## src/rtl/uart_tx_arbiter.sv

```systemverilog
// uart_tx_arbiter: packet-level round-robin sharing of one UART TX byte port.
// Build option: define UART_TX_ARB_TIMEOUT_EN to add owner-idle forced release.
//
// Parameters:
//   N_REQ          number of requesters (1..16)
//   GAP_CYCLES     idle cycles forced after a packet's last byte leaves (0 = none)
//   TIMEOUT_CYCLES owner-idle cycles before forced release (timeout build only)
// Ports:
//   clk, rst_n     clock, asynchronous active-low reset
//   req_valid[i]   requester i byte valid
//   req_data       requester i byte in bits [8*i+7:8*i]
//   req_last[i]    requester i final byte of packet
//   req_ready[i]   requester i byte accepted (combinational from tx_ready)
//   tx_valid       byte valid towards the UART TX core
//   tx_data        byte towards the UART TX core
//   tx_ready       UART TX core accepts the byte
//   grant_id       current / last owner index
//   busy           LOCK or GAP, or output register full
//   timeout_o      one-cycle pulse on forced release (timeout build only)
module uart_tx_arbiter #(
   parameter int N_REQ          = 4,
   parameter int GAP_CYCLES     = 0,
   parameter int TIMEOUT_CYCLES = 1024,
   localparam int IDW = (N_REQ > 1) ? $clog2(N_REQ) : 1
) (
   input  logic               clk,
   input  logic               rst_n,
   input  logic [N_REQ-1:0]   req_valid,
   input  logic [8*N_REQ-1:0] req_data,
   input  logic [N_REQ-1:0]   req_last,
   output logic [N_REQ-1:0]   req_ready,
   output logic               tx_valid,
   output logic [7:0]         tx_data,
   input  logic               tx_ready,
   output logic [IDW-1:0]     grant_id,
   output logic               busy
`ifdef UART_TX_ARB_TIMEOUT_EN
   ,
   output logic               timeout_o
`endif
);

   localparam int GW = (GAP_CYCLES > 1) ? $clog2(GAP_CYCLES) : 1;

   typedef enum logic [1:0] {
      S_IDLE,
      S_LOCK,
      S_DRAIN,
      S_GAP
   } state_t;

   state_t         state_q;
   logic [IDW-1:0] grant_q;
   logic [IDW-1:0] ptr_q;
   logic           txv_q;
   logic [7:0]     txd_q;
   logic [GW-1:0]  gap_q;

   logic [IDW-1:0] pick;
   logic           any_req;
   logic           lock;
   logic           out_free;
   logic           own_valid;
   logic           own_last;
   logic [7:0]     own_data;
   logic           own_acc;
   logic           to_fire;
   logic           release_lock;
   logic [IDW-1:0] nxt_owner;

   // Index k positions above base, wrapping at N_REQ.
   function automatic logic [IDW-1:0] rr_idx(
      input logic [IDW-1:0] base,
      input int             k
   );
      int s;
      s = int'(base) + k;
      if (s >= N_REQ) s = s - N_REQ;
      return IDW'(s);
   endfunction

   // Walk from the farthest candidate down to the pointer so the
   // closest requester at or above the pointer wins.
   always_comb begin
      pick    = '0;
      any_req = 1'b0;
      for (int k = N_REQ - 1; k >= 0; k--) begin
         if (req_valid[rr_idx(ptr_q, k)]) begin
            pick    = rr_idx(ptr_q, k);
            any_req = 1'b1;
         end
      end
   end

   assign lock      = (state_q == S_LOCK);
   assign out_free  = !txv_q || tx_ready;
   assign own_valid = req_valid[grant_q];
   assign own_last  = req_last[grant_q];
   assign own_data  = req_data[{grant_q, 3'b000} +: 8];
   assign own_acc   = lock && own_valid && out_free;

   always_comb begin
      req_ready = '0;
      if (lock && out_free) req_ready[grant_q] = 1'b1;
   end

   assign nxt_owner = (grant_q == IDW'(N_REQ - 1)) ? '0 : grant_q + 1'b1;

`ifdef UART_TX_ARB_TIMEOUT_EN
   localparam int TW = $clog2(TIMEOUT_CYCLES + 1);

   logic [TW-1:0] to_cnt_q;
   logic          to_q;

   // Fires on the TIMEOUT_CYCLES-th consecutive owner-idle cycle.
   assign to_fire = lock && !own_valid &&
                    (to_cnt_q == TW'(TIMEOUT_CYCLES - 1));

   always_ff @(posedge clk or negedge rst_n) begin
      if (!rst_n) begin
         to_cnt_q <= '0;
         to_q     <= 1'b0;
      end else begin
         to_q <= to_fire;
         if (lock && !own_valid && !to_fire) begin
            to_cnt_q <= to_cnt_q + 1'b1;
         end else begin
            to_cnt_q <= '0;
         end
      end
   end

   assign timeout_o = to_q;
`else
   assign to_fire = 1'b0;
`endif

   assign release_lock = (own_acc && own_last) || to_fire;

   always_ff @(posedge clk or negedge rst_n) begin
      if (!rst_n) begin
         state_q <= S_IDLE;
         grant_q <= '0;
         ptr_q   <= '0;
         txv_q   <= 1'b0;
         txd_q   <= '0;
         gap_q   <= '0;
      end else begin
         // Output register: load and unload may coincide.
         if (own_acc) begin
            txv_q <= 1'b1;
            txd_q <= own_data;
         end else if (tx_ready) begin
            txv_q <= 1'b0;
         end

         unique case (state_q)
            S_IDLE: begin
               if (any_req) begin
                  grant_q <= pick;
                  state_q <= S_LOCK;
               end
            end
            S_LOCK: begin
               if (release_lock) begin
                  ptr_q   <= nxt_owner;
                  state_q <= S_DRAIN;
               end
            end
            S_DRAIN: begin
               if (out_free) begin
                  if (GAP_CYCLES > 0) begin
                     gap_q   <= GW'(GAP_CYCLES - 1);
                     state_q <= S_GAP;
                  end else begin
                     state_q <= S_IDLE;
                  end
               end
            end
            S_GAP: begin
               if (gap_q == '0) begin
                  state_q <= S_IDLE;
               end else begin
                  gap_q <= gap_q - 1'b1;
               end
            end
            default: state_q <= S_IDLE;
         endcase
      end
   end

   assign tx_valid = txv_q;
   assign tx_data  = txd_q;
   assign grant_id = grant_q;
   assign busy     = lock || (state_q == S_GAP) || txv_q;

endmodule
```

## config.mk

```make
export PLATFORM = sky130hd
export DESIGN_NAME = uart_tx_arbiter
export DESIGN_NICKNAME = d
export VERILOG_FILES = /design/src/rtl/uart_tx_arbiter.sv
export SDC_FILE = /design/constraint.sdc
export NUM_CORES = 1
export LEC_CHECK = 0
export CAP_MARGIN = 10
export CORE_ASPECT_RATIO = 0.6
export CORE_MARGIN = 2
export CORE_UTILIZATION = 45
export CTS_BUF_LIST = sky130_fd_sc_hd__clkbuf_4 sky130_fd_sc_hd__clkbuf_8
export CTS_CLUSTER_DIAMETER = 100
export CTS_CLUSTER_SIZE = 8
export DETAILED_ROUTE_END_ITERATION = 6
export DONT_BUFFER_PORTS = 1
export PLACE_DENSITY_LB_ADDON = 0.05
export REMOVE_ABC_BUFFERS = 1
export SLEW_MARGIN = 20
export SYNTH_ARGS = -nofsm -noshare
export SYNTH_HDL_FRONTEND = slang
export SYNTH_SLANG_ARGS = --single-unit
```

## constraint.sdc

```tcl
create_clock -name clk -period 2.1 [get_ports clk]
set_input_delay 0.21 -clock clk [delete_from_list [all_inputs] [get_ports clk]]
set_output_delay 0.21 -clock clk [all_outputs]
set_load 0.02 [all_outputs]
```

# After elaboration in Yosys (flattened, before gate mapping)
# Cells that the tools add are included.
[word_totals]
regBits = 16
latch_bits = 0
ram_bits = 0
rom_bits = 0
input_bits = 43
output_inout_bits = 16
wordCells = 84
n_memories = 0
[classes]
add_sub_neg = 9
n_mul = 0
div_mod_pow = 0
magnitude_cmp = 10
eq_ne = 8
n_shift = 1
n_mux = 36
bitwise_logic = 0
reduce_logical = 14
[op_table]
columns = ["op", "count"]
rows = [
  ["variable part select 32 x 6 -> 8 bit", 1],
  ["two-way mux 2 bit", 13],
  ["< comparator 2 x 3 -> 1 bit (second input constant)", 5],
  ["two-way mux 1 bit", 14],
  ["binary-select mux 1 bit (select 2 bit)", 6],
  [">= comparator 3 bit (second input constant)", 3],
  ["one-hot mux 2 bit (4 select lines)", 1],
  ["subtractor 2 x 1 -> 2 bit (second input constant)", 4],
  ["adder 2 x 2 -> 3 bit (second input constant)", 2],
  ["equality test 2 bit (second input constant)", 3],
  ["!= test 2 bit (second input constant)", 3],
  ["logical AND 1 bit", 5],
  ["two-way mux 4 bit", 1],
  ["AND reduction 2 bit", 2],
  ["AND reduction 4 bit", 1],
  ["adder 2 x 1 -> 3 bit (second input constant)", 1],
  [">= comparator 2 x 3 -> 1 bit (second input constant)", 1],
  ["logical OR 1 bit", 3],
  ["adder 2 x 1 -> 2 bit (second input constant)", 1],
  ["demux 1 bit (select 2 bit)", 1],
  ["equality test 2 x 1 -> 1 bit (second input constant)", 1],
  [">= comparator 2 x 1 -> 1 bit (second input constant)", 1],
  ["logical NOT 2 bit", 1],
  ["!= test 2 x 1 -> 1 bit (second input constant)", 1],
  ["other kinds (3)", 3],
]

# Longest topological paths before layout
[logic_depth]
word_depth = 11
ltp_mapped = 5
mapped_depth_nobuf = 4

# Worst setup path before layout
# No wires, ideal clock.
[synth_path]
path_kind = "register to register"
start = "register grant_q[0], in the netlist grant_id[0]"
end = "register txd_q[0], in the netlist tx_data[0]"
setup_time_ns = 0.125
arrival_time_ns = 1.628
required_time_ns = 1.975
path_slack_ns = 0.347
stages_incl_launch_ff = 5
path_cell_list = "dfrtp_1 buf_6 mux4_2 nand2_4 mux2_2"
[synth_between]
elab_chain_cells = 4
word_cells_on_any_way = 5
[synth_lines]
columns = ["item", "line_no", "rtl"]
rows = [
  ["start, declared", "53", "logic [IDW-1:0] grant_q;"],
  ["start signal, assigned", "160", "grant_q <= pick;"],
  ["branches (longest 4 deep; another with variable part select 32 x 6 -> 8 bit)", "--", ""],
  ["end signal, assigned", "152", "txd_q <= own_data;"],
  ["end, declared", "56", "logic [7:0] txd_q;"],
]
# Parallel ways; which one is timed is not known. The select of a mux whose other input is x is not followed.
# A chain may end at the register's enable or synchronous reset.

# Worst setup path after layout
[layout_path]
start = "register grant_q[0], in the netlist grant_id[0]"
end = "register txd_q[5], in the netlist tx_data[5]"
# Same word-level chain as after synthesis.

==> summary.txt <==
Placement
  – Dpl hpwl: roughly 1800 um
  – Cells after DPL: ~110
  – Worst Setup Slack post-DPL: 368 ps
  – Port bufs: 0
  – Gpl congestion: slightly above 0.8

Critical path
  – CP Launch Type: register
  – Worst path cell trace: buf_4 > mux4_1 > mux2_2
  – Critical Path Fanout Max: 7
  – Endpoint class of the critical path: register
  – Slowest stage cell, crit path: mux4_1
  – CP peak stage delay: 570 ps
  – Crit Path Category: register to register
  – Worst EP arrival: 1850 ps
  – Worst EP required: ~2200 ps

Clock network
  – Setup bufs post-CTS: 0
  – CTS clk-pin slew, worst paths: approximately 60 ps
  – H-tree depth: 1
  – CTS Sinks: 15
  – CTS Buf Count: 3
  – CTS root buffer: clkbuf_8
  – CTS tree: done
  – Clock Path Buffers: 2
  – Post-cts sizing count: 0
  – Hold_buf cts: 1
  – Worst skew pair latency: about 240 ps

Cells and area
  – Layout cell share with drive strength beyond 1: a little under a third
  – Diodes inserted: 0
  – Area delta synth->final: 9.50%
  – Final std cells w/o fill: 118
  – Nets: around 140

STA
  – Max Freq: around 580 MHz
  – Crit share post-route: 82.2%
  – Final min period: approximately 1700 ps
  – Final hold slack: about 160 ps
  – Max Slew Vio Count: 0
  – Setup TNS: 0 ps
  – Skew final: approximately 2.5 ps
  – Final hold viol count: 0
  – Least-Margin Pin Slew: roughly 690 ps
  – Max_slew headroom: between 50% and 60%
  – Unrepaired setup endpoints after global routing: no
  – # setup viols final: 0
  – Post-route setup slack: 374 ps

Power
  – PwrDens: between 1500 and 2000 mW/mm2
  – Max VDD drop: around 0.59 mV
  – Pleak: roughly 0.46 nW
  – Total power: around 0.0018 W

Floorplan
  – Die height: around 40 um
  – Row count: 13
  – Core Region: between 0.002 and 0.0025 mm2
  – Die area: 0.00269 mm2
  – Chip Width: ~66 um
  – Initial Utilization: between 40% and 50%
  – I/O pin count: 59

Routing
  – Via count: 720
  – Antenna-violating nets left: 0
  – Vias per cell: around 6.1
  – DRC violations left: 0
  – Drt pass-1 iters: 4
  – First-iteration detailed-routing DRC count: 18
  – DR WL/cell: 18.2 um
  – WL final: about 2100 um

Synthesis
  – Post-synthesis sequential area ratio: a little over a third
  – Yosys top cell area share: between 30% and 40%
  – Syn Inst Count: 82
  – Cell variety after synth: 29
  – Ys Warns: 0
  – Mean post-synth cell area: around 13 um2
  – Synth Cell Area: a little over 0.001 mm2
  – Top cells by area, synth: dfrtp_1 37%, mux4_2 15%, mux2_2 9.9%
  – Yosys reg bits: 15
  – Dominant cell type by area after synthesis: dfrtp_1

Global routing
  – Initial antenna violation count: 0
  – First-pass GRT wire length: just over 3000 um
  – Gr usage total: 17.2%
  – Number of global-route vias before repair: roughly 640
  – Pin count of the biggest net entering global routing: 16
  – Global route overflow: 0

Flow run
  – Max_cap viols: 0

Hold path
  – Hold WC Path Type: primary input to register

Run status
  – Status: finished clean
[power by group]
part           switching, W  total (W)  internal [W]
Combinational      0.000404   0.000858      0.000453
Clock             0.0000971   0.000228      0.000131
Sequential         0.000270   0.000705      0.000435
[registers in the layout (all words and copies together), names as in the netlist]
name	count
grant_id	2
state_q	2
ptr_q	2
tx_valid	1
tx_data	8
[path summary, 6_finish.rpt]
path / slack (ps) / to / depth (start not counted) / from
worst min-delay path: 160 / tx_valid / 2 / tx_ready
min in group asynchronous: 450 / state_q[0] / 1 / rst_n
max in group asynchronous: 1210 / tx_data[4] / 1 / rst_n
worst min register to register: 590 / ptr_q[0] / 1 / ptr_q[0]
worst max-delay path: 370 / tx_data[5] / 3 / grant_id[0]
worst max register to register: 370 / tx_data[5] / 3 / grant_id[0]
[cell usage after synthesis (all sizes together)]
cell type  instances
mux2i              2
nor4               1
nor2b              2
a31oi              1
ha                 4
inv                3
nor3               1
dfrtp             15
o2bb2ai            1
nor2               2
mux4               9
o31ai              1
clkbuf             1
nand2b             2
a2111oi            1
and2               5
o21ai              3
a221o              1
buf                2
nand2              8
a21oi              1
o211ai             2
a211o              1
or2                1
nor3b              1
nand3              2
mux2               9
[per-stage QoR]
stage          util, %  instance area (um2)
2_1_floorplan        -                 1000
3_5_place_dp      49.4                 1070
5_1_grt           52.0                 1120
6_report          52.0                 1120
4_1_cts           52.0                 1120
3_3_place_gp      49.4                 1070
[area by class of cell]
cell class / count / area (um2)
Timing Repair Buffer: 5 / 40.0
Sequential cell: 15 / 375
Tap cell: 30 / 37.5
Multi-Input combinational cell: 61 / 614
Clock inverter: 1 / 5.00
Fill cell: 192 / 1040
Clock buffer: 3 / 41.3
Inverter: 3 / 11.3
[cell families after synthesis]
kind of cell             count (synthesis)  share of synthesized area [%]
AO/OA/AOI/OAI                           12                           8.28
adder cells (fa/ha/maj)                  4                           4.87
buffers and inverters                    6                           3.65
flip-flops                              15                           36.5
multiplexers                            20                           32.3
AND/OR/NAND/NOR                         25                           14.4
[placed cells by master, fill, tap and decap left out]
| cell type | n |
|---|---|
| nand2_1 | 7 |
| dfrtp_1 | 15 |
| buf_4 | 4 |
| a21oi_1 | 1 |
| o21ai_0 | 3 |
| a211o_1 | 1 |
| nor2b_1 | 2 |
| mux4_1 | 2 |
| and2_1 | 5 |
| o2bb2ai_1 | 1 |
| clkinv_2 | 1 |
| dlygate4sd3_1 | 1 |
| mux4_2 | 7 |
| mux2_2 | 9 |
| a31oi_1 | 1 |
| ha_1 | 4 |
| a2111oi_0 | 1 |
| nor3b_1 | 1 |
| nor2_1 | 2 |
| nand2b_1 | 2 |
| or2_2 | 1 |
| mux2i_1 | 2 |
| o211ai_1 | 2 |
| o31ai_1 | 1 |
| inv_1 | 3 |
| clkbuf_8 | 3 |
| nor3_4 | 1 |
| nor4_1 | 1 |
| a221o_1 | 1 |
| nand3_1 | 2 |
| nand2_4 | 1 |
[critical path: cells and delay by family, from the launching register on]
family	cells	cell delay, ps
buffers and inverters	1	250
multiplexers	2	840
flip-flops	1	520
[metal layers]
metal  vias to the layer above  share of wire (%)  global-route usage, %
met3                         2                8.7                   6.59
met5                         -                  0                      0
met1                       350                 47                   24.8
met2                        39                 44                   23.0
li1                        329                  -                      -
met4                         0               0.88                   6.25
No activity file was read; power rests on OpenSTA's default activity.
